[src/rtl/ps2_pkg.sv]
// rtl/ps2_pkg.sv - shared types, frame constants and scan codes for the PS/2 receiver
package ps2_pkg;

    typedef enum logic [1:0] {
        IDLE,
        DATA,
        PARITY,
        STOP
    } ps2_state_e;

    localparam int   DATA_BITS  = 8;
    localparam logic ODD_PARITY = 1'b1;

    localparam logic [7:0] KEY_W     = 8'h1D;
    localparam logic [7:0] KEY_A     = 8'h1C;
    localparam logic [7:0] KEY_S     = 8'h1B;
    localparam logic [7:0] KEY_D     = 8'h23;
    localparam logic [7:0] KEY_BREAK = 8'hF0;

    // A frame is accepted only with a high stop bit and odd parity over data+parity
    function automatic logic frame_ok(input logic [DATA_BITS-1:0] data_bits,
                                      input logic parity_bit,
                                      input logic stop_bit);
        return stop_bit && ((^{data_bits, parity_bit}) == ODD_PARITY);
    endfunction

endpackage

[src/rtl/ps2_keyboard_rx_if.sv]
// rtl/ps2_keyboard_rx_if.sv - PS/2 pins plus received key byte/strobe bundle
interface ps2_keyboard_rx_if;
    logic       ps2_clk;
    logic       ps2_data;
    logic [7:0] key_data;
    logic       key_valid;
    logic       frame_err;

    // master: the keyboard side driving the pins and watching results
    modport master (output ps2_clk, output ps2_data,
                    input key_data, input key_valid, input frame_err);

    // slave: the receiver consuming the pins and producing key bytes
    modport slave (input ps2_clk, input ps2_data,
                   output key_data, output key_valid, output frame_err);
endinterface

[src/rtl/ps2_sync_filter.sv]
// rtl/ps2_sync_filter.sv - pin synchronizer, level deglitch filter and falling-edge detect
module ps2_sync_filter #(
    parameter int SYNC_STAGES = 2,
    parameter int FILT_LEN    = 8
) (
    input  logic clk,
    input  logic rst,
    input  logic din,
    output logic fall
);
    localparam int CW = $clog2(FILT_LEN + 1);

    logic [SYNC_STAGES-1:0] sync_q, sync_d;
    logic [CW-1:0]          cnt_q, cnt_d;
    logic                   level_q, level_d;
    logic                   prev_q, prev_d;
    logic                   fall_q, fall_d;

    // Level only flips after FILT_LEN consecutive disagreeing samples; fall is registered
    always_comb begin
        sync_d  = {sync_q[SYNC_STAGES-2:0], din};
        level_d = level_q;
        cnt_d   = '0;
        if (sync_q[SYNC_STAGES-1] != level_q) begin
            if (cnt_q == CW'(FILT_LEN - 1)) begin
                level_d = ~level_q;
            end else begin
                cnt_d = cnt_q + 1'b1;
            end
        end
        prev_d = level_q;
        fall_d = prev_q & ~level_q;
    end

    // State registers; the pin idles high so everything resets to the idle level
    always_ff @(posedge clk) begin
        if (rst) begin
            sync_q  <= '1;
            cnt_q   <= '0;
            level_q <= 1'b1;
            prev_q  <= 1'b1;
            fall_q  <= 1'b0;
        end else begin
            sync_q  <= sync_d;
            cnt_q   <= cnt_d;
            level_q <= level_d;
            prev_q  <= prev_d;
            fall_q  <= fall_d;
        end
    end

    assign fall = fall_q;
endmodule

[src/rtl/ps2_keyboard_rx.sv]
// rtl/ps2_keyboard_rx.sv - PS/2 device-to-host frame receiver producing key bytes
module ps2_keyboard_rx
    import ps2_pkg::*;
#(
    parameter int SYNC_STAGES    = 2,
    parameter int FILT_LEN       = 8,
    parameter int TIMEOUT_CYCLES = 50000
) (
    input  logic               sysclk,
    input  logic               rst,
    ps2_keyboard_rx_if.slave   bus
);
    localparam int BW = $clog2(DATA_BITS + 1);
    localparam int TW = $clog2(TIMEOUT_CYCLES + 1);

    logic                   fall;
    logic [SYNC_STAGES-1:0] dsync_q, dsync_d;
    logic                   data_s;

    ps2_state_e             state_q, state_d;
    logic [BW-1:0]          bit_cnt_q, bit_cnt_d;
    logic [DATA_BITS-1:0]   shift_q, shift_d;
    logic                   par_q, par_d;
    logic [TW-1:0]          to_q, to_d;
    logic [7:0]             key_data_q, key_data_d;
    logic                   key_valid_q, key_valid_d;
    logic                   frame_err_q, frame_err_d;

    ps2_sync_filter #(
        .SYNC_STAGES (SYNC_STAGES),
        .FILT_LEN    (FILT_LEN)
    ) u_clk_filter (
        .clk  (sysclk),
        .rst  (rst),
        .din  (bus.ps2_clk),
        .fall (fall)
    );

    assign data_s = dsync_q[SYNC_STAGES-1];

    // Frame deframing, parity/stop check and inactivity timeout
    always_comb begin
        dsync_d     = {dsync_q[SYNC_STAGES-2:0], bus.ps2_data};
        state_d     = state_q;
        bit_cnt_d   = bit_cnt_q;
        shift_d     = shift_q;
        par_d       = par_q;
        to_d        = to_q;
        key_data_d  = key_data_q;
        key_valid_d = 1'b0;
        frame_err_d = 1'b0;

        if (state_q == IDLE) begin
            to_d = '0;
            // A fall with data high is a stray edge, not a start bit
            if (fall && !data_s) begin
                state_d   = DATA;
                bit_cnt_d = '0;
                shift_d   = '0;
            end
        end else if (fall) begin
            // An edge always beats a simultaneous timeout
            to_d = '0;
            case (state_q)
                DATA: begin
                    shift_d   = {data_s, shift_q[DATA_BITS-1:1]};
                    bit_cnt_d = bit_cnt_q + 1'b1;
                    if (bit_cnt_q == BW'(DATA_BITS - 1)) begin
                        state_d = PARITY;
                    end
                end
                PARITY: begin
                    par_d   = data_s;
                    state_d = STOP;
                end
                STOP: begin
                    if (frame_ok(shift_q, par_q, data_s)) begin
                        key_data_d  = shift_q;
                        key_valid_d = 1'b1;
                    end else begin
                        frame_err_d = 1'b1;
                    end
                    state_d = IDLE;
                end
                default: state_d = IDLE;
            endcase
        end else if (to_q == TW'(TIMEOUT_CYCLES - 1)) begin
            state_d     = IDLE;
            frame_err_d = 1'b1;
            to_d        = '0;
        end else begin
            to_d = to_q + 1'b1;
        end
    end

    // Receiver state and registered outputs
    always_ff @(posedge sysclk) begin
        if (rst) begin
            dsync_q     <= '1;
            state_q     <= IDLE;
            bit_cnt_q   <= '0;
            shift_q     <= '0;
            par_q       <= 1'b0;
            to_q        <= '0;
            key_data_q  <= 8'h00;
            key_valid_q <= 1'b0;
            frame_err_q <= 1'b0;
        end else begin
            dsync_q     <= dsync_d;
            state_q     <= state_d;
            bit_cnt_q   <= bit_cnt_d;
            shift_q     <= shift_d;
            par_q       <= par_d;
            to_q        <= to_d;
            key_data_q  <= key_data_d;
            key_valid_q <= key_valid_d;
            frame_err_q <= frame_err_d;
        end
    end

    assign bus.key_data  = key_data_q;
    assign bus.key_valid = key_valid_q;
    assign bus.frame_err = frame_err_q;
endmodule

[src/flat_wrapper.sv]
// flat-port wrapper written by rule: the top's interface ports become plain ports
module ps2_keyboard_rx_flat import ps2_pkg::*;
#(
    parameter int SYNC_STAGES    = 2,
    parameter int FILT_LEN       = 8,
    parameter int TIMEOUT_CYCLES = 50000
)
  (sysclk, rst, bus_ps2_clk, bus_ps2_data, bus_key_data, bus_key_valid, bus_frame_err);
  ps2_keyboard_rx_if bus_i ();
  input  logic sysclk;
  input  logic rst;
  input wire logic [$bits(bus_i.ps2_clk)-1:0] bus_ps2_clk;
  input wire logic [$bits(bus_i.ps2_data)-1:0] bus_ps2_data;
  output wire logic [$bits(bus_i.key_data)-1:0] bus_key_data;
  output wire logic [$bits(bus_i.key_valid)-1:0] bus_key_valid;
  output wire logic [$bits(bus_i.frame_err)-1:0] bus_frame_err;
  assign bus_i.ps2_clk = bus_ps2_clk;
  assign bus_i.ps2_data = bus_ps2_data;
  assign bus_key_data = bus_i.key_data;
  assign bus_key_valid = bus_i.key_valid;
  assign bus_frame_err = bus_i.frame_err;
  ps2_keyboard_rx #(.SYNC_STAGES(SYNC_STAGES), .FILT_LEN(FILT_LEN), .TIMEOUT_CYCLES(TIMEOUT_CYCLES)) u_core (.sysclk(sysclk), .rst(rst), .bus(bus_i));
endmodule
[config.mk]
export PLATFORM = sky130hd
export DESIGN_NAME = ps2_keyboard_rx_flat
export DESIGN_NICKNAME = d
export VERILOG_FILES = /design/src/rtl/ps2_pkg.sv /design/src/rtl/ps2_keyboard_rx_if.sv /design/src/rtl/ps2_sync_filter.sv /design/src/rtl/ps2_keyboard_rx.sv /design/src/flat_wrapper.sv
export SDC_FILE = /design/constraint.sdc
export NUM_CORES = 1
export LEC_CHECK = 0
export BUFFER_PORTS_ARGS = -buffer_cell sky130_fd_sc_hd__buf_2
export CORE_MARGIN = 1
export CORE_UTILIZATION = 60
export DETAILED_ROUTE_END_ITERATION = 8
export MAX_ROUTING_LAYER = met4
export PLACE_DENSITY_LB_ADDON = 0.2
export SLEW_MARGIN = 30
export SYNTH_ARGS = -nofsm -noshare
export SYNTH_HDL_FRONTEND = slang
export SYNTH_SLANG_ARGS = --single-unit
export TNS_END_PERCENT = 1
[constraint.sdc]
create_clock -name sysclk -period 4.7 [get_ports sysclk]
set_clock_uncertainty 0.15 [all_clocks]
set_input_delay 0.235 -clock sysclk [delete_from_list [all_inputs] [get_ports sysclk]]
set_output_delay 0.235 -clock sysclk [all_outputs]
set_load 0.1 [all_outputs]
After elaboration in Yosys (flattened, before gate mapping)
Index checks and enable logic that the tools add are counted.
{ "totals": {"reg_bits": 52, "latch_bits": 0, "ram_bits": 0, "mem_bits_ro": 0, "inputBits": 4, "output_inout_bits": 10, "wordCells": 68, "n_memories": 0} }
{ "classes": {"add_sub_neg": 3, "multipliers": 0, "div": 0, "magnitude_cmp": 0, "eq_ne": 9, "shift": 0, "mux": 19, "n_bitwise": 6, "n_reduce_logical": 17} }
{ "op_table": {"columns": ["cell", "count"], "rows": [
  ["$mux 8", 4],
  ["$add 16x1->16 const B", 1],
  ["$eq 16x16->1 const B", 1],
  ["$mux 4", 4],
  ["$mux 2", 5],
  ["$reduce_and 3->1", 3],
  ["$reduce_xor 9->1", 1],
  ["$add 4x1->4 const B", 2],
  ["$eq 4x3->1 const B", 2],
  ["$reduce_or 4->1", 2],
  ["$mux 1", 5],
  ["$not 1->1", 5],
  ["$eq 2x2->1 const B", 2],
  ["$ne 4x2->1 const B", 1],
  ["$pmux 2 s2", 1],
  ["$reduce_and 4->1", 1],
  ["$reduce_bool 2->1", 2],
  ["$reduce_bool 3->1", 1],
  ["$reduce_or 3->1", 1],
  ["$eq 2x1->1 const B", 1],
  ["$logic_and 1x1->1", 2],
  ["$logic_not 2->1", 1],
  ["$ne 2x2->1 const B", 1],
  ["$reduce_and 2->1", 1],
  ["other kinds (4)", 4]
]} }

Logic depth before layout (Yosys ltp)
Gate-level depths: netlist of the first run.
{ "logic_depth": {"ltp_word": 5, "ltp_mapped": 8, "mapped_depth_nobuf": 7} }

Cells and area by module
From an unflattened synthesis of the first run, not the netlist that was laid out.
{ "unflattened": {"cells_unflattened": 226, "area_unflattened_um2": 2185.8} }
{ "modules_own_cells": {"columns": ["module", "n_inst", "cells_each", "area_each_um2", "seq_area_each_um2"], "rows": [
  ["ps2_keyboard_rx", 1, 197, 1883.1, 860.8],
  ["ps2_sync_filter", 1, 29, 302.8, 180.2]
]} }

Worst setup path before layout of the first run
Ideal clock, no wire load.
{ "synth_timing": {"path_kind": "flip-flop to flip-flop", "from": "reg u_core.state_q[1]", "to": "reg u_core.key_data_q[0] (netlist: u_core.bus.key_data[0])", "setup_time_ns": 0.128, "arrival_time_ns": 1.676, "t_required_ns": 4.422, "slack_ns": 2.747, "stages_incl_launch_ff": 9, "path_buffers": 1, "synth_period_minus_slack_ns": 1.953, "path_cell_list": "dfxtp_1 > inv_1 > ha_1 > clkbuf_1 > nand4b_1 > and2b_4 > mux2i_4 > mux2i_1 > nor2_1"} }
{ "synth_between": {"elab_chain_len": 3, "word_cells_on_any_way": 4, "classes_between": "eq/ne (1); bitwise (1); reduce/logical (2)"} }
{ "synth_lines": {"columns": ["element", "line_no", "rtl"], "rows": [
  ["start: declaration", "ps2_keyboard_rx.sv:20", "ps2_state_e state_q, state_d;"],
  ["start signal: assignment", "ps2_keyboard_rx.sv:110", "state_q <= state_d;"],
  ["$logic_not 2->1", "ps2_keyboard_rx.sv:53", "if (state_q == IDLE) begin"],
  ["$not 1->1 (no line)", null, null],
  ["$reduce_and 4->1 (no line) (*)", null, null],
  ["end signal: assignment", "ps2_keyboard_rx.sv:115", "key_data_q <= key_data_d;"],
  ["end: declaration", "ps2_keyboard_rx.sv:25", "logic [7:0] key_data_q, key_data_d;"]
]} }
Mark *: on every way between the ends. The rest lies on a longest branch, timed or not.
A chain may end at the register's enable or synchronous reset.

Worst setup path after layout of the first run
{ "layout_timing": {"from": "reg u_core.state_q[0]", "to": "reg u_core.bit_cnt_q[3]"} }
{ "layout_between": {"elab_chain_len": 3, "word_cells_on_any_way": 7, "classes_between": "eq/ne (2); mux (1); reduce/logical (4)"} }
{ "layout_lines": {"columns": ["element", "line_no", "rtl"], "rows": [
  ["$logic_not 2->1 / $eq 2x1->1 (equally long branches)", "ps2_keyboard_rx.sv:53, ps2_keyboard_rx.sv:64", null],
  ["$ne 2x2->1 (no line) / $reduce_bool 2->1 (equally long branches)", null, null],
  ["$reduce_and 3->1 (no line)", null, null],
  ["end signal: assignment", "ps2_keyboard_rx.sv:111", "bit_cnt_q <= bit_cnt_d;"],
  ["end: declaration", "ps2_keyboard_rx.sv:21", "logic [BW-1:0] bit_cnt_q, bit_cnt_d;"]
]} }
Several ways; a longest one is shown, not always the timed one.

==> qor.csv, run 1 <==
stage,metric,value,unit
run_status,status,"finished, final reports clean",
min_path,hold path depth,2,
cells_and_area,Non-Filler Instances,290,
timing,highest achievable clock rate,0.455,GHz
clock_network,TritonCTS clock tree,yes,
clock_network,TritonCTS Buffers,5,
power_and_ir_drop,Sw Share,22.4,%
detailed_routing,drt via density,5.07,
logic_synthesis,Gate Count Post-Synth,230,
worst_setup_path,worst r2r src,u_core.state_q[0],
cells_and_area,nets@finish,254,
worst_setup_path,Crit. End Element,flip-flop,
detailed_routing,initial drt markers,74,
min_path,HP Class,in2reg,
power_and_ir_drop,Pleak,0.935,nW
timing,hold slack,0.182,ns
detailed_routing,drt wl/cell,10.8,microns
placement,HPWL Detailed,2200,microns
worst_setup_path,worst r2r dst,u_core.bit_cnt_q[3],
placement,DP Cell Count,280,
min_path,WHS Endpoint,u_core.shift_q[6],
floorplanning,Die Y,62.1,microns
global_routing,vias in the first global route,1430,
logic_synthesis,sequential share of the synthesized area,48.0,%
clock_network,Root Buffer,clkbuf_4,
worst_setup_path,r2r setup slk,2.50,ns
floorplanning,# IOs,14,
worst_setup_path,Startpoint Class,flip-flop,
global_routing,total track usage,19.8,%
worst_setup_path,Worst Path Required,4.79,ns
floorplanning,cell row count,21,
detailed_routing,Via Count,1469,
timing,final max-slew violation count,0,
logic_synthesis,#FFs+latches synth,52,
timing,Final Cycle Share,46.8,%
cells_and_area,ant diodes,0,
timing,Setup TNS Final,0,ns
placement,routability congestion estimate,0.765,
min_path,hold_sp,rst,
timing,Final Setup Violations,0,
floorplanning,die width,62.1,microns
detailed_routing,drt drc,0,
power_and_ir_drop,internal power,513,uW
clock_network,post-CTS sizing,0,
detailed_routing,drt first pass iters,4,
detailed_routing,remaining antenna violation count after routing,0,
logic_synthesis,Mapped Avg Cell Area,9.43,sq um
cells_and_area,register area,0.00104,sq mm
timing,final hold vios,0,
power_and_ir_drop,Cell Pwr Density,283,mW/mm^2
worst_setup_path,"Data arrival, critical path",2.29,ns
placement,PortBufs,13,
timing,Worst-Margin Slew,0.788,ns
cells_and_area,Layout area overhead,7.67,%
logic_synthesis,Yosys cell types,36,
run,Max-Cap Viols,0,
timing,unrepaired setup endpoints after global routing,no,
global_routing,"Remaining Overflow, GRT",0,
timing,shortest period the worst path allows,2.20,ns
floorplanning,Die Area,0.00386,sq mm
power_and_ir_drop,Switch Pwr,148,uW
clock_network,# H-tree levels,2,
cells_and_area,area of the multi-input gates,0.00106,sq mm
logic_synthesis,Post-Syn Nets,241,
power_and_ir_drop,clock share of power,28.9,%
detailed_routing,final WL,3140,microns
timing,Worst slew margin,47.1,%
logic_synthesis,Yosys Warn Count,0,
clock_network,"Clk Latency, worst-skew pair",0.36,ns
cells_and_area,Fill cells,283,
power_and_ir_drop,VDD IR max,0.000213,V
cells_and_area,layout cells sized above 1,11.5,%
power_and_ir_drop,combinational power share,3.5,%
global_routing,first-pass GRT wire length,5930,microns
global_routing,initial antenna violation count,0,
clock_network,clock-pin slew on the worst setup and hold paths,0.14,ns
worst_setup_path,maximum fanout along the worst path,12,
power_and_ir_drop,Sequential Power Share,67.6,%
clock_network,CTS Buffer Depth,2,
floorplanning,Initial Utilization,64.0,%
power_and_ir_drop,total power,661,uW
worst_setup_path,Worst Setup Path Type,reg2reg,
clock_network,CTS sink cnt,52,
logic_synthesis,synthesized area,0.00217,sq mm
floorplanning,Placeable Area,0.00339,sq mm
worst_setup_path,Reg2Reg Depth,7,
global_routing,largest net degree at the start of global routing,34,
==> cell usage after synthesis <==
cell type,instances,area (sq um)
dfxtp_1,52,1040
nor2_1,51,191
xor2_1,12,105
xnor2_1,11,96.3
mux2i_1,10,100
a22oi_1,9,67.6
clkbuf_1,9,33.8
nand2_1,9,33.8
inv_1,8,30.0
ha_1,7,87.6
nand3_1,7,35.0
nor3_1,7,35.0
or2_2,5,31.3
nand4_1,4,25.0
nor2b_1,3,18.8
a21oi_1,2,10.0
a31oi_1,2,12.5
and3_1,2,12.5
nand3b_1,2,15.0
or4_1,2,15.0
a211o_1,1,8.76
a21o_1,1,7.51
a221oi_1,1,8.76
and2_1,1,6.26
and2b_4,1,10.0
and3b_1,1,8.76
mux2i_4,1,22.5
nand4b_1,1,8.76
nor3b_1,1,7.51
nor4b_1,1,8.76
o21a_1,1,7.51
o21ai_0,1,5.00
o32ai_1,1,8.76
or3_1,1,6.26
xnor3_1,1,22.5
xnor3_2,1,23.8
==> critical path, cell delays in order (launching register included) <==
cell and delay [ns]:
dfxtp_1 0.39, inv_1 0.09, ha_1 0.29, nor2b_1 0.17, o21ai_1 0.63, nor2_1 0.15, xnor2_1 0.16, nor3_1 0.05
==> flip-flops by register name (all words and copies together) (netlist names) <==
signal	flops
u_core.shift_q	8
u_core.to_q	16
u_core.state_q	2
u_core.bit_cnt_q	4
u_core.u_clk_filter.level_q	1
u_core.u_clk_filter.cnt_q	4
u_core.bus.frame_err	1
u_core.bus.key_valid	1
u_core.dsync_q	2
u_core.bus.key_data	8
u_core.u_clk_filter.prev_q	1
u_core.par_q	1
u_core.u_clk_filter.sync_q	2
u_core.u_clk_filter.fall	1
==> layer usage <==
metal  global-route usage [%]  part of all wire, %
met1                     22.9                   50
met2                     32.4                   46
met3                     4.41                  2.2
met4                     9.59                  2.1
met5                        -                    0
==> cell type report <==
cell class	count	share of cell area, %
Sequential cell	52	44.6
Clock inverter	2	0.697
Clock buffer	6	1.77
Timing Repair Buffer	15	3.64
Multi-Input combinational cell	161	45.6
Tap cell	46	2.47
Inverter	8	1.29
==> power by group through the flow <==
stage | clock, mW | sequential, mW | combinational, mW
detailed placement | 0 | 0.457 | 0.0221
global route | 0.216 | 0.448 | 0.0266
global placement | 0 | 0.456 | 0.0218
CTS | 0.200 | 0.447 | 0.0234
finish | 0.191 | 0.447 | 0.0230
floorplan | 0 | 0.456 | 0.0175
==> placed cells by master (no fill, tap or decap), types with 2 or more instances in the layout <==
cell and instances:
clkbuf_4 5, a31oi_1 2, xor2_1 12, and3_1 2
inv_1 8, mux2i_1 10, dlygate4sd3_1 2, a22oi_1 9
ha_1 7, nand4_1 4, nand3_1 7, xnor2_1 11
nor2b_1 3, a21oi_1 2, dfxtp_1 52, nand2_1 9
nor3_1 7, nand3b_1 2, or4_1 2, or2_2 5
buf_2 13, nor2_1 51
==> how the worst max path moves through the flow <==
| stage | from | endpoint | slack [ns] | depth (start not counted) |
|---|---|---|---|---|
| after detailed placement | u_core.state_q[0] | u_core.bit_cnt_q[3] | 2.53 | 7 |
| after global placement | u_core.state_q[0] | u_core.bit_cnt_q[3] | 2.22 | 7 |
| after floorplan | u_core.state_q[1] | u_core.bus.key_data[0] | 2.75 | 8 |
| after CTS | u_core.state_q[0] | u_core.bit_cnt_q[3] | 2.52 | 7 |
| final | u_core.state_q[0] | u_core.bit_cnt_q[3] | 2.50 | 7 |
| after global routing | u_core.state_q[0] | u_core.bit_cnt_q[3] | 2.31 | 7 |
==> logic make-up (layout without fill, tap and decap cells) <==
family                   count (synthesis)  count (layout)  synth area share [%]
AO/OA/AOI/OAI                           19              19                  6.29
XOR/XNOR                                25              25                  11.4
adder cells (fa/ha/maj)                  7               7                  4.04
buffers and inverters                   17              31                  2.94
flip-flops                              52              52                  48.0
multiplexers                            11              11                  5.66
AND/OR/NAND/NOR                         99              99                  21.6
==> through the flow <==
stage / util, % / cell area, sq um / worst slack (ns)
after floorplan: - / 2170 / 2.75
after global routing: 68.9 / 2330 / 2.31
final: 68.9 / 2330 / 2.50
after detailed placement: 66.6 / 2260 / 2.53
after global placement: 66.6 / 2260 / 2.22
after CTS: 68.9 / 2330 / 2.52
==> timing repair <==
| item | 4_1_cts | 5_1_grt |
|---|---|---|
| buffers inserted | 0 | 0 |
| hold buffers | 2 | 0 |
| hold endpoints to repair | 2 | 0 |
Power figures use the tool's default switching activity.
==> run 2, diff against run 1 <==
--- a/config.mk
+++ b/config.mk
@@ -7,7 +7,7 @@
 export LEC_CHECK = 0
 export BUFFER_PORTS_ARGS = -buffer_cell sky130_fd_sc_hd__buf_2
 export CORE_MARGIN = 1
-export CORE_UTILIZATION = 60
+export CORE_UTILIZATION = 53
 export DETAILED_ROUTE_END_ITERATION = 8
 export MAX_ROUTING_LAYER = met4
 export PLACE_DENSITY_LB_ADDON = 0.2
==> constraint.sdc (replaced) <==
create_clock -name sysclk -period 2 [get_ports sysclk]
set_clock_uncertainty 0.15 [all_clocks]
set_input_delay 0.1 -clock sysclk [delete_from_list [all_inputs] [get_ports sysclk]]
set_output_delay 0.1 -clock sysclk [all_outputs]
set_load 0.1 [all_outputs]
==> run 2 against run 1 <==
  * Sequential share of layout area shrank 2.5 points
  * Core utilization shrank 3.6 points
  * Flip-flop and latch count is the same
  * Setup slack lost 2.4 ns
  * Register-to-register slack lost 2.4 ns
  * Global-route usage shrank 0.75 points
  * Cell count grew 3.1%
  * Maximum frequency grew 16%
  * Routed wire length grew 14%
  * Non-clock buffer count grew 7
  * Critical path type unchanged
  * Critical endpoint is now u_core.bus.key_data[3]
==> qor.csv, run 2 (synthesized netlist as in run 1, its figures left out) <==
stage,metric,value,unit,change
floorplanning,# IOs,14,,unchanged
floorplanning,Initial Utilization,57.1,%,was 64.0%
worst_setup_path,"CP delay by family, top",XOR/XNOR gates,,was compound AO/OA/AOI/OAI gates
timing,final max-slew violation count,0,,unchanged
power_and_ir_drop,VDD IR max,0.000470,V,was 0.000213 V
cells_and_area,Util after Layout,65.3,%,was 68.9%
min_path,hold path depth,3,,was 2
global_routing,initial antenna violation count,0,,unchanged
floorplanning,Die Area,0.00435,sq mm,was 0.00386 sq mm
worst_setup_path,"Data arrival, critical path",1.93,ns,was 2.29 ns
worst_setup_path,crit-path max cell delay,0.49,ns,was 0.63 ns
placement,PortBufs,13,,unchanged
worst_setup_path,maximum fanout along the worst path,7,,was 12
timing,final hold vios,0,,unchanged
run,Max-Cap Viols,0,,unchanged
run_status,status,"finished, final reports clean",,unchanged
clock_network,# H-tree levels,2,,unchanged
cells_and_area,Fill cells,319,,was 283
timing,shortest period the worst path allows,1.89,ns,was 2.20 ns
cells_and_area,Layout area overhead,14.3,%,was 7.67%
worst_setup_path,Reg2Reg Depth,6,,was 7
floorplanning,Placeable Area,0.00380,sq mm,was 0.00339 sq mm
timing,Final Cycle Share,94.5,%,was 46.8%
clock_network,TritonCTS Buffers,5,,unchanged
floorplanning,Die Y,66.0,microns,was 62.1 microns
timing,Setup TNS Final,0,ns,unchanged
cells_and_area,nets@finish,261,,was 254
worst_setup_path,Worst Setup Path Type,reg2reg,,unchanged
cells_and_area,ant diodes,0,,unchanged
timing,Worst-Margin Slew,0.486,ns,was 0.788 ns
detailed_routing,Via Count,1524,,was 1469
detailed_routing,remaining antenna violation count after routing,0,,unchanged
clock_network,CTS Buffer Depth,2,,unchanged
power_and_ir_drop,Pleak,0.997,nW,was 0.935 nW
timing,Final Setup Violations,0,,unchanged
cells_and_area,register bank with the most flops,u_core.to_q,,unchanged
power_and_ir_drop,total power,1.81,mW,was 661 uW
worst_setup_path,Worst Path Required,2.04,ns,was 4.79 ns
global_routing,first-pass GRT wire length,6070,microns,was 5930 microns
global_routing,total track usage,19.0,%,was 19.8%
placement,routability congestion estimate,0.757,,was 0.765
clock_network,"Clk Latency, worst-skew pair",0.30,ns,was 0.36 ns
floorplanning,cell row count,22,,was 21
timing,highest achievable clock rate,0.529,GHz,was 0.455 GHz
detailed_routing,final WL,3580,microns,was 3140 microns
detailed_routing,drt wl/cell,12.0,microns,was 10.8 microns
timing,Worst slew margin,67.8,%,was 47.1%
clock_network,clock-pin slew on the worst setup and hold paths,0.09,ns,was 0.14 ns
detailed_routing,drt first pass iters,4,,unchanged
detailed_routing,drt drc,0,,unchanged
worst_setup_path,Crit. End Element,flip-flop,,unchanged
cells_and_area,max FFs per register,16,,unchanged
worst_setup_path,WP depth,6,,was 7
floorplanning,die width,66.0,microns,was 62.1 microns
min_path,HP Class,in2reg,,unchanged
power_and_ir_drop,Cell Pwr Density,732,mW/mm^2,was 283 mW/mm^2
worst_setup_path,Slowest cell on crit path,xnor3_2,,was o21ai_1
detailed_routing,drt via density,5.10,,was 5.07
cells_and_area,layout cells sized above 1,15.9,%,was 11.5%
clock_network,CTS sink cnt,52,,unchanged
cells_and_area,"commonest cells after routing, fill and taps aside","51 x nor2_1, 50 x dfxtp_1, 13 x buf_2",,"was 52 x dfxtp_1, 51 x nor2_1, 13 x buf_2"
clock_network,TritonCTS clock tree,yes,,unchanged
worst_setup_path,Startpoint Class,flip-flop,,unchanged
global_routing,vias in the first global route,1388,,was 1430
placement,HPWL Detailed,2370,microns,was 2200 microns
cells_and_area,area of the multi-input gates,0.00108,sq mm,was 0.00106 sq mm
global_routing,largest net degree at the start of global routing,33,,was 34
worst_setup_path,worst path bufs/invs,1,,unchanged
cells_and_area,register area,0.00104,sq mm,about the same
clock_network,Root Buffer,clkbuf_8,,was clkbuf_4
timing,unrepaired setup endpoints after global routing,no,,unchanged
detailed_routing,initial drt markers,70,,was 74
global_routing,"Remaining Overflow, GRT",0,,unchanged
worst_setup_path,worst path cell trace,xnor2_1 > xnor3_2 > mux2i_4 > buf_12 > mux2i_1 > nor2_1,,was inv_1 > ha_1 > nor2b_1 > o21ai_1 > nor2_1 > xnor2_1 > nor3_1
cells_and_area,"most common cell after layout, fill and taps aside",nor2_1,,was dfxtp_1
## run 2: cell types whose count changed in the layout (fill, tap and decap cells not counted), moves of 2 or more
cell and change:
dfxtp_2 +2, clkbuf_4 -5, clkbuf_8 +5, buf_4 +6
dfxtp_1 -2
## run 2: path summary, 6_finish.rpt
path / start / to / slack [ns]
setup / recovery: u_core.shift_q[0] / u_core.bus.key_data[3] / 0.11
hold / removal: rst / u_core.shift_q[5] / 0.14
setup reg to reg: u_core.shift_q[0] / u_core.bus.key_data[3] / 0.11
hold reg to reg: u_core.dsync_q[0] / u_core.dsync_q[1] / 0.26
## run 2: metal layers
metal | GRT usage (%) | vias to the layer above | share of wire (%)
met2 | 29.8 | 21 | 47
met3 | 6.21 | 6 | 4.0
li1 | - | 809 | -
met4 | 5.59 | 0 | 1.3
met5 | - | - | 0
met1 | 23.3 | 688 | 48
## run 2: repair_timing
| item | CTS | global route |
|---|---|---|
| buffers inserted | 0 | 1 |
| endpoints found under the hold margin | 2 | 0 |
| endpoints found under the setup margin | 0 | 11 |
| hold buffers | 2 | 0 |
| resized for setup | 0 | 5 |
## run 2: worst min-delay path, stage by stage
cell and delay [ns]:
buf_2 0.11, buf_4 0.22, nor2_1 0.12
## run 2: through the flow
| stage | setup slack (ns) | cell area, sq um | hold slack, ns | std cells |
|---|---|---|---|---|
| finish | 0.111 | 2480 | 0.135 | 299 |
| global route | 0.0157 | 2480 | 0.153 | 299 |
| CTS | 0.0298 | 2450 | 0.139 | 298 |
| detailed placement | 0.0557 | 2320 | 0.137 | 288 |
| global placement | 0.0853 | 2320 | 0.133 | 288 |
| floorplan | 0.0466 | 2170 | 0.0538 | 230 |
## run 2: cell type report
| cell class | instances | share of cell area [%] |
|---|---|---|
| Sequential cell | 52 | 42.1 |
| Clock inverter | 3 | 1.72 |
| Timing Repair Buffer | 22 | 6.06 |
| Multi-Input combinational cell | 161 | 43.7 |
| Inverter | 8 | 1.21 |
| Tap cell | 48 | 2.42 |
| Clock buffer | 5 | 2.78 |
## run 2: report_power, final
group	internal, mW	switching (mW)	leakage, nW
logic	0.0277	0.0349	0.522
clock network	0.370	0.332	0.0541
registers	1.04	0.00576	0.421
